**src/rtl/mips_pkg.sv**
```systemverilog
// Shared types and width defaults for the memory arbiter slice.
// Holds the response-owner state encoding used by mem_arbiter.
package mips_pkg;

  localparam int unsigned MEM_ADDR_W  = 6;
  localparam int unsigned MIPS_DATA_W = 32;

  typedef enum logic [1:0] {
    IDLE    = 2'd0,
    RESP_IF = 2'd1,
    RESP_DM = 2'd2
  } arb_state_e;

  // Counter width for a saturating count up to max_wait, never narrower than one bit.
  function automatic int unsigned starve_cnt_w(input int unsigned max_wait);
    return (max_wait > 0) ? $clog2(max_wait + 1) : 1;
  endfunction

endpackage

```
**src/rtl/arb_starve_cnt.sv**
```systemverilog
// Saturating count of consecutive instruction-fetch denials.
// Used by mem_arbiter only when MEM_ARB_STARVE_GUARD_EN is defined.
module arb_starve_cnt import mips_pkg::*; #(
  parameter int unsigned MaxWait = 3,
  parameter int unsigned CntW    = starve_cnt_w(MaxWait)
) (
  input  logic            clk_i,
  input  logic            rst_ni,
  input  logic            stall_i,
  input  logic            clr_i,
  output logic [CntW-1:0] cnt_o,
  output logic            sat_o
);

  localparam logic [CntW-1:0] MaxCnt = CntW'(MaxWait);

  logic [CntW-1:0] cnt_q, cnt_d;

  always_comb begin
    cnt_d = cnt_q;
    if (clr_i) begin
      cnt_d = '0;
    end else if (stall_i && (cnt_q != MaxCnt)) begin
      cnt_d = cnt_q + 1'b1;
    end
  end

  always_ff @(posedge clk_i) begin
    if (!rst_ni) begin
      cnt_q <= '0;
    end else begin
      cnt_q <= cnt_d;
    end
  end

  assign cnt_o = cnt_q;
  assign sat_o = (cnt_q == MaxCnt);

endmodule

```
**src/rtl/mem_arbiter.sv**
```systemverilog
// Two-port (fetch / data) arbiter in front of a single-port synchronous memory.
// Define MEM_ARB_STARVE_GUARD_EN to force a fetch grant after MAX_WAIT denials.
module mem_arbiter import mips_pkg::*; #(
  parameter int unsigned ADDR_W   = MEM_ADDR_W,
  parameter int unsigned DATA_W   = MIPS_DATA_W,
  parameter int unsigned MAX_WAIT = 3
) (
  input  logic              clk,
  input  logic              rst,
  input  logic              if_req,
  input  logic [ADDR_W-1:0] if_addr,
  output logic              if_gnt,
  output logic              if_rvalid,
  output logic [DATA_W-1:0] if_rdata,
  input  logic              dm_req,
  input  logic              dm_we,
  input  logic [ADDR_W-1:0] dm_addr,
  input  logic [DATA_W-1:0] dm_wdata,
  output logic              dm_gnt,
  output logic              dm_rvalid,
  output logic [DATA_W-1:0] dm_rdata,
  output logic [ADDR_W-1:0] mem_addr,
  output logic              mem_we,
  output logic              mem_re,
  output logic [DATA_W-1:0] mem_wdata,
  input  logic [DATA_W-1:0] mem_rdata,
  output logic              stall_if
);

  localparam logic [1:0] StIdle   = IDLE;
  localparam logic [1:0] StRespIf = RESP_IF;
  localparam logic [1:0] StRespDm = RESP_DM;

  logic [1:0] state_q, state_d;
  logic       force_if;

`ifdef MEM_ARB_STARVE_GUARD_EN
  localparam int unsigned CntW = starve_cnt_w(MAX_WAIT);

  logic [CntW-1:0] wait_cnt;
  logic            wait_sat;

  arb_starve_cnt #(
    .MaxWait (MAX_WAIT),
    .CntW    (CntW)
  ) u_starve_cnt (
    .clk_i   (clk),
    .rst_ni  (rst),
    .stall_i (stall_if),
    .clr_i   (if_gnt | ~if_req),
    .cnt_o   (wait_cnt),
    .sat_o   (wait_sat)
  );

  assign force_if = if_req & wait_sat;
`else
  assign force_if = 1'b0;
`endif

  // Data port is the older instruction, so it wins unless the guard forces a fetch.
  always_comb begin
    if_gnt = 1'b0;
    dm_gnt = 1'b0;
    if (rst) begin
      if (force_if) begin
        if_gnt = 1'b1;
      end else if (dm_req) begin
        dm_gnt = 1'b1;
      end else if (if_req) begin
        if_gnt = 1'b1;
      end
    end
  end

  assign stall_if = if_req & ~if_gnt;

  always_comb begin
    mem_addr  = '0;
    mem_wdata = '0;
    mem_we    = 1'b0;
    mem_re    = 1'b0;
    if (dm_gnt) begin
      mem_addr  = dm_addr;
      mem_wdata = dm_wdata;
      mem_we    = dm_we;
      mem_re    = ~dm_we;
    end else if (if_gnt) begin
      mem_addr = if_addr;
      mem_re   = 1'b1;
    end
  end

  // State records who owns the read issued this cycle; writes leave nothing outstanding.
  always_comb begin
    state_d = StIdle;
    if (if_gnt) begin
      state_d = StRespIf;
    end else if (dm_gnt && !dm_we) begin
      state_d = StRespDm;
    end
  end

  always_ff @(posedge clk) begin
    if (!rst) begin
      state_q <= StIdle;
    end else begin
      state_q <= state_d;
    end
  end

  assign if_rvalid = (state_q == StRespIf);
  assign dm_rvalid = (state_q == StRespDm);
  assign if_rdata  = if_rvalid ? mem_rdata : '0;
  assign dm_rdata  = dm_rvalid ? mem_rdata : '0;

endmodule

```
**config.mk**
```make
export PLATFORM = sky130hd
export DESIGN_NAME = mem_arbiter
export DESIGN_NICKNAME = d
export VERILOG_FILES = /design/src/rtl/mips_pkg.sv /design/src/rtl/arb_starve_cnt.sv /design/src/rtl/mem_arbiter.sv
export SDC_FILE = /design/constraint.sdc
export NUM_CORES = 1
export LEC_CHECK = 0
export ABC_AREA = 1
export ABC_CLOCK_PERIOD_IN_PS = 2450
export CAP_MARGIN = 25
export CORE_MARGIN = 4
export CORE_UTILIZATION = 22
export CTS_CLUSTER_DIAMETER = 40
export DETAILED_ROUTE_END_ITERATION = 10
export PLACE_DENSITY_LB_ADDON = 0.2
export SLEW_MARGIN = 30
export SYNTH_ARGS = -nofsm -noshare
export SYNTH_HDL_FRONTEND = slang
export SYNTH_HIERARCHICAL = 1
export SYNTH_SLANG_ARGS = --single-unit
```
**constraint.sdc**
```tcl
create_clock -name clk -period 2.45 [get_ports clk]
set_clock_uncertainty 0.05 [all_clocks]
set_input_delay 0.6125 -clock clk [delete_from_list [all_inputs] [get_ports clk]]
set_output_delay 0.6125 -clock clk [all_outputs]
set_load 0.005 [all_outputs]
```
==> metrics.md, run 1 <==
| Metric | Value |
|---|---|
| Max Clk Rate | `415 MHz` |
| Area growth syn-to-layout | `194%` |
| TritonCTS clock tree | `done` |
| Tcrit/Tclk final | `0.982` |
| Total power | `0.524 mW` |
| Largest register FFs | `2` |
| Input/output buffers | `189` |
| Min cycle time layout | `2410 ps` |
| Final-report setup violation count | `0` |
| Tightest Pin Transition | `528 ps` |
| CP dominant cell by count | `clkdlybuf4s50_1` |
| CP max FO | `2` |
| Final Util | `0.676` |
| CP Buf/Inv Count | `3` |
| Layout Nets | `477` |
| Worst Setup Start Kind | `input pin` |
| Largest register by flop count | `state_q` |
| First-pass GRT wire length | `7240 µm` |
| Number of max-cap violations | `0` |
| Leak Pwr | `1.66 nW` |
| Worst rel slew slack | `0.648` |
| Tot GR Track Use | `0.164` |
| WP data arrival | `1740 ps` |
| Num CTS Buffers | `3` |
| Largest net degree at the start of global routing | `34` |
| Drt pass-1 iters | `4` |
| Max Buffers Root-to-Sink | `2` |
| Hold_buf cts | `0` |
| Syn_nets | `290` |
| Hold_ws | `621 ps` |
| Starting density of the core | `0.230` |
| Post-synthesis sequential area ratio | `0.0397` |
| Avg Cell Area, Syn | `4.83 µm²` |
| Clock root buffer | `clkbuf_8` |
| Drt initial violations | `35` |
| Number of global-route vias before repair | `1,619` |
| Placed inst area | `2900 µm²` |
| Met2 Routed Length | `2850 µm` |
| Clock sink count | `2` |
| Worst Hold Class | `input pin to flip-flop` |
| Finished Cell Area | `2960 µm²` |
| DRC | `0` |
| Die height | `75.7 µm` |
| Worst setup EP type | `primary output` |
| Crit-path slowest cell | `clkdlybuf4s50_1` |
| Ant diodes | `0` |
| Final hold vios | `0` |
| DR top layer | `met4` |
| Vias per std cell | `4.01` |
| Post-route ant nets | `0` |
| Seq cells post-synth | `2` |
| DRT met1 WL | `1670 µm` |
| Most common cell after layout, fill and taps aside | `clkdlybuf4s50_1` |
| Outcome | `complete, no violations` |
| Wire length on met3 | `862 µm` |
| Syn Inst Count | `209` |
| Total die area | `5730 µm²` |
| Dpl cells | `443` |
| Post-Layout Cell Count | `446` |
| PD cells | `177 nW/µm²` |
| WL per Instance | `12.2 µm` |
| Fraction of layout cells with a size suffix above 1 | `0.122` |
| Post-synthesis cell type count | `14` |
| H-tree levels | `1` |
| Vias post-DR | `1,790` |
| Most frequent cells in the layout | `169 x clkdlybuf4s50_1, 68 x inv_1, 68 x nor2_1` |
| Drt total wl | `5440 µm` |
| GPL Wtd Cong | `0.740` |
| Max rail drop VDD | `0.118 mV` |
| Core footprint | `4380 µm²` |
| Top delay family on crit path | `buffers and inverters` |
| Slew Limit Fails | `0` |
| Initial antenna violation count | `0` |
| Largest registers | `state_q (2)` |
| CTS clk-pin slew, worst paths | `30 ps` |
| Worst EP required | `1790 ps` |
| Setup CP Type | `input pin to primary output` |
| DP Wirelength | `4680 µm` |
| Global route overflow | `0` |
| Synthesized cell area | `1010 µm²` |
| Horiz. Die Dim | `75.7 µm` |
| CP peak stage delay | `530 ps` |
| Cell row count | `24` |
| Synth warn | `6` |
| Crit path cell chain | `clkdlybuf4s50_1 -> inv_1 -> nor2_1 -> clkdlybuf4s50_1` |
| I/O Pins | `190` |
[cell usage after synthesis]
| cell type | n | area [µm²] |
|---|---|---|
| buf_2 | 4 | 20.0 |
| buf_6 | 4 | 45.0 |
| buf_8 | 3 | 45.0 |
| dfxtp_1 | 2 | 40.0 |
| inv_1 | 69 | 259 |
| inv_2 | 2 | 7.51 |
| nand2_1 | 14 | 52.6 |
| nand2_4 | 1 | 11.3 |
| nand3_1 | 1 | 5.00 |
| nand4_1 | 6 | 37.5 |
| nor2_1 | 69 | 259 |
| nor2_2 | 30 | 188 |
| nor2_4 | 3 | 33.8 |
| o21ai_0 | 1 | 5.00 |
[worst paths after layout]
kind | cells after the start | start | slack (ps) | end
max | 4 | mem_rdata[19] | 40 | dm_rdata[19]
min | 2 | dm_req | 620 | state_q[0]$_SDFF_PN0_
[report_power, final]
part	internal, mW	switching, mW	leakage [nW]
logic	0.232	0.128	1.62
clock network	0.104	0.0256	0.0216
registers	0.0342	0.000500	0.0164
total	0.370	0.154	1.66
[cell type report]
cell class                 instances  area [µm²]
sequential                         2        40.0
clock buffer                       3        41.3
tap                               52        65.1
timing repair buffer             193        1950
fill                             397        1420
inverter                          71         269
multi-input combinational        125         594
[through the flow]
| stage | worst slack [ps] | TNS (ps) |
|---|---|---|
| floorplan | 733 | 0 |
| global placement | -315 | -10630 |
| detailed placement | -319 | -11300 |
| CTS | -13.5 | -22.3 |
| global route | -14.4 | -14.4 |
| finish | 43.1 | 0 |
[repair_timing]
item,in CTS,in global routing
buffers inserted,0,0
endpoints found under the setup margin,43,49
resized for setup,8,22
[per-layer routing]
metal | vias up | global-route usage
met2 | 114 | 0.322
met4 | 0 | 0.0408
met1 | 740 | 0.147
li1 | 930 | -
met5 | - | 0
met3 | 6 | 0.0792
[kinds of logic after synthesis]
kind of cell	count (synthesis)	synth area share
AND/OR/NAND/NOR	124	0.582
flip-flops	2	0.0397
buffers and inverters	82	0.373
AO/OA/AOI/OAI	1	0.00496
No activity file was read; power rests on OpenSTA's default activity.
==> inputs of run 2 (changes only) <==
Settings changed: CTS_CLUSTER_DIAMETER 40 to 50, PLACE_DENSITY from default to 0.85, PLACE_DENSITY_LB_ADDON 0.2 to default.
==> run 2 against run 1 <==
Net effect:
- sequential power barely moved
- utilization rose by 1.6 points
- worst setup slack got worse by 11 ps
- critical path depth did not move
- non-clock buffer count rose by 5
- clock power rose by 3%
- final cell count rose by 1.1%
- highest routed layer unchanged
- die area did not move
- routed wire length rose by 1.4%
- clock-buffer cell count did not move
- critical endpoint is now dm_rdata[9]
==> metrics.md, run 2 (synthesis gave the netlist of run 1 again) <==
| Metric | Value |
|---|---|
| Drt total wl | `5510 µm (was 5440 µm)` |
| CP dominant cell by count | `clkdlybuf4s50_1 (unchanged)` |
| H-tree levels | `1 (unchanged)` |
| Clock sink count | `2 (unchanged)` |
| Largest register FFs | `2 (unchanged)` |
| Min cycle time layout | `2420 ps (was 2410 ps)` |
| PD cells | `176 nW/µm² (was 177 nW/µm²)` |
| Largest register by flop count | `state_q (unchanged)` |
| Worst Setup Start Kind | `input pin (unchanged)` |
| DRC | `0 (unchanged)` |
| Global route overflow | `0 (unchanged)` |
| Core footprint | `4380 µm² (unchanged)` |
| First-pass GRT wire length | `7480 µm (was 7240 µm)` |
| Tightest Pin Transition | `530 ps (was 528 ps)` |
| Largest net degree at the start of global routing | `34 (unchanged)` |
| Crit-path slowest cell | `clkdlybuf4s50_1 (unchanged)` |
| Drt pass-1 iters | `5 (was 4)` |
| Tcrit/Tclk final | `0.987 (was 0.982)` |
| Crit path cell chain | `clkdlybuf4s50_1 -> inv_1 -> nor2_1 -> clkdlybuf4s50_1 (unchanged)` |
| Clock root buffer | `clkbuf_8 (unchanged)` |
| Worst setup EP type | `primary output (unchanged)` |
| Total die area | `5730 µm² (unchanged)` |
| Area growth syn-to-layout | `201% (was 194%)` |
| Outcome | `complete, no violations (unchanged)` |
| Post-route setup slack | `31.7 ps (was 43.1 ps)` |
| Vias per std cell | `4.13 (was 4.01)` |
| Initial antenna violation count | `0 (unchanged)` |
| Number of max-cap violations | `0 (unchanged)` |
| Dpl cells | `448 (was 443)` |
| Vias post-DR | `1,864 (was 1,790)` |
| Cell row count | `24 (unchanged)` |
| Final Util | `0.692 (was 0.676)` |
| Num CTS Buffers | `3 (unchanged)` |
| Fraction of layout cells with a size suffix above 1 | `0.125 (was 0.122)` |
| Max Clk Rate | `414 MHz (was 415 MHz)` |
| Die height | `75.7 µm (unchanged)` |
| GPL Wtd Cong | `0.742 (was 0.740)` |
| Unrepaired setup endpoints after global routing | `false` |
| Final-report setup violation count | `0 (unchanged)` |
| Number of global-route vias before repair | `1,730 (was 1,619)` |
| Most common cell after layout, fill and taps aside | `clkdlybuf4s50_1 (unchanged)` |
| Filler cells | `362 (was 397)` |
| TritonCTS clock tree | `done (unchanged)` |
| Slew Limit Fails | `0 (unchanged)` |
| Worst rel slew slack | `0.646 (was 0.648)` |
| Horiz. Die Dim | `75.7 µm (unchanged)` |
| Tot GR Track Use | `0.169 (was 0.164)` |
| Layout Nets | `482 (was 477)` |
| Most frequent cells in the layout | `161 x clkdlybuf4s50_1, 69 x inv_1, 69 x nor2_1 (was 169 x clkdlybuf4s50_1, 68 x inv_1, 68 x nor2_1)` |
| Largest registers | `state_q (2) (unchanged)` |
| Max rail drop VDD | `0.152 mV (was 0.118 mV)` |
| Leak Pwr | `1.83 nW (was 1.66 nW)` |
| DP Wirelength | `4810 µm (was 4680 µm)` |
| Post-route ant nets | `0 (unchanged)` |
| Max Buffers Root-to-Sink | `2 (unchanged)` |
| WL per Instance | `12.2 µm (about the same)` |
| Input/output buffers | `189 (unchanged)` |
| Hold_buf cts | `0 (unchanged)` |
| Ant diodes | `0 (unchanged)` |
| Worst EP required | `1790 ps (about the same)` |
| Starting density of the core | `0.230 (unchanged)` |
| Setup CP Type | `input pin to primary output (unchanged)` |
| Final hold vios | `0 (unchanged)` |
| CP max FO | `2 (unchanged)` |
| Post-Layout Cell Count | `451 (was 446)` |
| WP data arrival | `1760 ps (was 1740 ps)` |
| Worst Hold Class | `input pin to flip-flop (unchanged)` |
| CP peak stage delay | `520 ps (was 530 ps)` |
| Setup Slack @ Placement | `-284 ps (was -319 ps)` |
| CTS clk-pin slew, worst paths | `30 ps (about the same)` |
| Drt initial violations | `32 (was 35)` |
| I/O Pins | `190 (unchanged)` |
==> run 2: where the power goes <==
part           internal (mW)  leakage, nW  switching (mW)
Combinational          0.237         1.80           0.130
Clock                  0.104       0.0216          0.0287
Sequential            0.0342       0.0164        0.000514
==> run 2: per-layer routing <==
layer | GRT usage | part of all wire | up-vias | wire (µm)
li1 | - | - | 939 | -
met1 | 0.149 | 0.29 | 800 | 1610
met2 | 0.338 | 0.55 | 121 | 3010
met3 | 0.0739 | 0.15 | 4 | 848
met4 | 0.0505 | 0.0080 | 0 | 44
met5 | 0 | 0 | - | 0
==> run 2: critical path, delay by kind of cell <==
family | cells | cell delay, ps
and+or+nand+nor | 1 | 100
buffers and inverters | 3 | 1050
==> run 2: worst paths after layout <==
path	depth (start not counted)	slack, ps	endpoint	startpoint
hold / removal	3	670	state_q[0]$_SDFF_PN0_	dm_req
setup / recovery	4	30	dm_rdata[9]	mem_rdata[9]
==> run 2: metrics by stage <==
stage,hold slack [ps],setup TNS (ps),instance area [µm²],power [mW]
global route,689,0,3040,0.571
floorplan,635,0,1010,0.152
global placement,1150,-9760,2950,0.405
detailed placement,1150,-10190,2950,0.412
finish,670,0,3040,0.534
CTS,803,0,2990,0.552
==> run 2: cell type report <==
type                       count  area (µm²)  share of cell area
clock buffer                   3        41.3              0.0136
multi-input combinational    125         592               0.195
sequential                     2        40.0              0.0132
inverter                      71         269              0.0886
tap                           52        65.1              0.0214
timing repair buffer         198        2030               0.668
==> run 2: timing repair <==
item                       in CTS  in global routing
gates resized for setup         7                 26
hold endpoints to repair        0                  0
setup endpoints to repair      43                 49
buffers inserted                0                  0
gates cloned                    0                  0
==> inputs of run 3 (changes only) <==
Settings changed: SETUP_SLACK_MARGIN from default to 0.4.
==> run 3 against run 2 <==
Net effect:
- fmax up 20%
- worst setup slack better by 400 ps
- sequential power up 1%
- hold slack better by 12 ps
- via count up 0.48%
- first-iteration DRC count up 3.1%
- final cell count up 1.1%
- sequential cell count unchanged
- final area down 15%
- power down 5.4%
- clock power about the same
- critical path type unchanged
- highest routed layer unchanged
==> metrics.md, run 3 (synthesis gave the netlist of run 1 again) <==
| Metric | Value |
|---|---|
| Total die area | `5730 µm² (unchanged)` |
| Multi-input gate area | `602 µm² (was 592 µm²)` |
| Critical path startpoint | `mem_rdata[9] (unchanged)` |
| Unrepaired setup endpoints after global routing | `true (was false)` |
| Outcome | `complete, no violations (unchanged)` |
| Final-report setup violation count | `0 (unchanged)` |
| Setup_tns | `0 ps (unchanged)` |
| Worst Setup Start Kind | `input pin (unchanged)` |
| Leak Pwr | `1.71 nW (was 1.83 nW)` |
| Drt total wl | `5760 µm (was 5510 µm)` |
| H-tree levels | `1 (unchanged)` |
| Slew Limit Fails | `0 (unchanged)` |
| Max Buffers Root-to-Sink | `2 (unchanged)` |
| Worst EP required | `1790 ps (about the same)` |
| I/O Pins | `190 (unchanged)` |
| Final hold vios | `0 (unchanged)` |
| Most common cell after layout, fill and taps aside | `buf_2 (was clkdlybuf4s50_1)` |
| Largest net degree at the start of global routing | `33 (was 34)` |
| Ant diodes | `0 (unchanged)` |
| Global route overflow | `0 (unchanged)` |
| Worst rel slew slack | `0.645 (was 0.646)` |
| Layout Nets | `487 (was 482)` |
| Hold_buf cts | `0 (unchanged)` |
| Die height | `75.7 µm (unchanged)` |
| Largest register by flop count | `state_q (unchanged)` |
| TritonCTS clock tree | `done (unchanged)` |
| GPL Wtd Cong | `0.742 (unchanged)` |
| Finished Cell Area | `2590 µm² (was 3040 µm²)` |
| Number of global-route vias before repair | `1,786 (was 1,730)` |
| FF/Latch Area | `41.3 µm² (was 40.0 µm²)` |
| Dpl cells | `448 (unchanged)` |
| Worst setup EP type | `primary output (unchanged)` |
| CP endpoint | `dm_rdata[9] (unchanged)` |
| Filler cells | `459 (was 362)` |
| Max rail drop VDD | `0.153 mV (was 0.152 mV)` |
| Clock root buffer | `clkbuf_8 (unchanged)` |
| DRC | `0 (unchanged)` |
| Clock sink count | `2 (unchanged)` |
| Largest registers | `state_q (2) (unchanged)` |
| Tightest Pin Transition | `532 ps (was 530 ps)` |
| Most frequent cells in the layout | `89 x buf_2, 74 x clkdlybuf4s50_1, 67 x nor2_1 (was 161 x clkdlybuf4s50_1, 69 x inv_1, 69 x nor2_1)` |
| DP Wirelength | `4810 µm (unchanged)` |
| Fraction of layout cells with a size suffix above 1 | `0.426 (was 0.125)` |
| Vias post-DR | `1,873 (was 1,864)` |
| Setup CP Type | `input pin to primary output (unchanged)` |
| WL per Instance | `12.6 µm (was 12.2 µm)` |
| Post-Layout Cell Count | `456 (was 451)` |
| Drt initial violations | `33 (was 32)` |
| Vias per std cell | `4.11 (was 4.13)` |
| Min cycle time layout | `2020 ps (was 2420 ps)` |
| Post-route ant nets | `0 (unchanged)` |
| Horiz. Die Dim | `75.7 µm (unchanged)` |
| Max Clk Rate | `494 MHz (was 414 MHz)` |
| Placed inst area | `2950 µm² (unchanged)` |
| Tot GR Track Use | `0.178 (was 0.169)` |
| Num CTS Buffers | `3 (unchanged)` |
| Core footprint | `4380 µm² (unchanged)` |
| CTS clk-pin slew, worst paths | `30 ps (about the same)` |
| First-pass GRT wire length | `7880 µm (was 7480 µm)` |
| WP data arrival | `1360 ps (was 1760 ps)` |
| Largest register FFs | `2 (unchanged)` |
| Worst Hold Class | `input pin to flip-flop (unchanged)` |
| Number of max-cap violations | `0 (unchanged)` |
| Tcrit/Tclk final | `0.826 (was 0.987)` |
| PD cells | `195 nW/µm² (was 176 nW/µm²)` |
| Initial antenna violation count | `0 (unchanged)` |
| Starting density of the core | `0.230 (unchanged)` |
| CP max FO | `2 (unchanged)` |
| Drt pass-1 iters | `4 (was 5)` |
| Cell row count | `24 (unchanged)` |
| Input/output buffers | `189 (unchanged)` |
| Area growth syn-to-layout | `157% (was 201%)` |
run 3: cell type report:
| type | instances | area share |
|---|---|---|
| Clock buffer | 3 | 0.0159 |
| Inverter | 71 | 0.104 |
| Multi-Input combinational cell | 125 | 0.232 |
| Sequential cell | 2 | 0.0159 |
| Tap cell | 52 | 0.0251 |
| Timing Repair Buffer | 203 | 0.607 |
run 3: per-stage QoR:
step                hold WS [ps]  utilization  total power, mW  worst slack, ps
floorplan                    635            -            0.152              733
global placement            1150        0.672            0.405             -276
detailed placement          1150        0.672            0.412             -284
CTS                          676        0.600            0.519              304
global route                 692        0.591            0.543              383
finish                       683        0.591            0.506              427
run 3: critical path: stages:
cell and delay, ps:
clkdlybuf4s50_1 460, inv_1 60, nor2_1 100, buf_2 120
run 3: how the worst min path moves through the flow:
stage           start                    end  slack, ps  cells past startpoint
2_1_floorplan  dm_req  state_q[0]$_SDFF_PN0_        630                      1
3_3_place_gp    dm_we  state_q[1]$_SDFF_PP0_       1150                      2
3_5_place_dp    dm_we  state_q[1]$_SDFF_PP0_       1150                      2
4_1_cts         dm_we  state_q[1]$_SDFF_PP0_        680                      2
5_1_grt         dm_we  state_q[1]$_SDFF_PP0_        690                      2
6_report        dm_we  state_q[1]$_SDFF_PP0_        680                      2
run 3: power by group:
group | internal, mW | total, mW | switching [mW]
clock | 0.104 | 0.133 | 0.0286
sequential | 0.0343 | 0.0351 | 0.000765
combinational | 0.203 | 0.338 | 0.135
run 3: what timing repair did:
| action | 4_1_cts | 5_1_grt |
|---|---|---|
| setup endpoints to repair | 108 | 30 |
| buffers inserted | 3 | 0 |
| gates cloned | 2 | 0 |
| pin swaps | 11 | 13 |
| gates resized for setup | 399 | 40 |
run 3: routing by layer:
layer | vias up | global-route usage | wire [µm]
li1 | 950 | - | -
met4 | 0 | 0.0505 | 57
met2 | 118 | 0.362 | 3130
met1 | 799 | 0.157 | 1710
met5 | - | 0 | 0
met3 | 6 | 0.0712 | 864
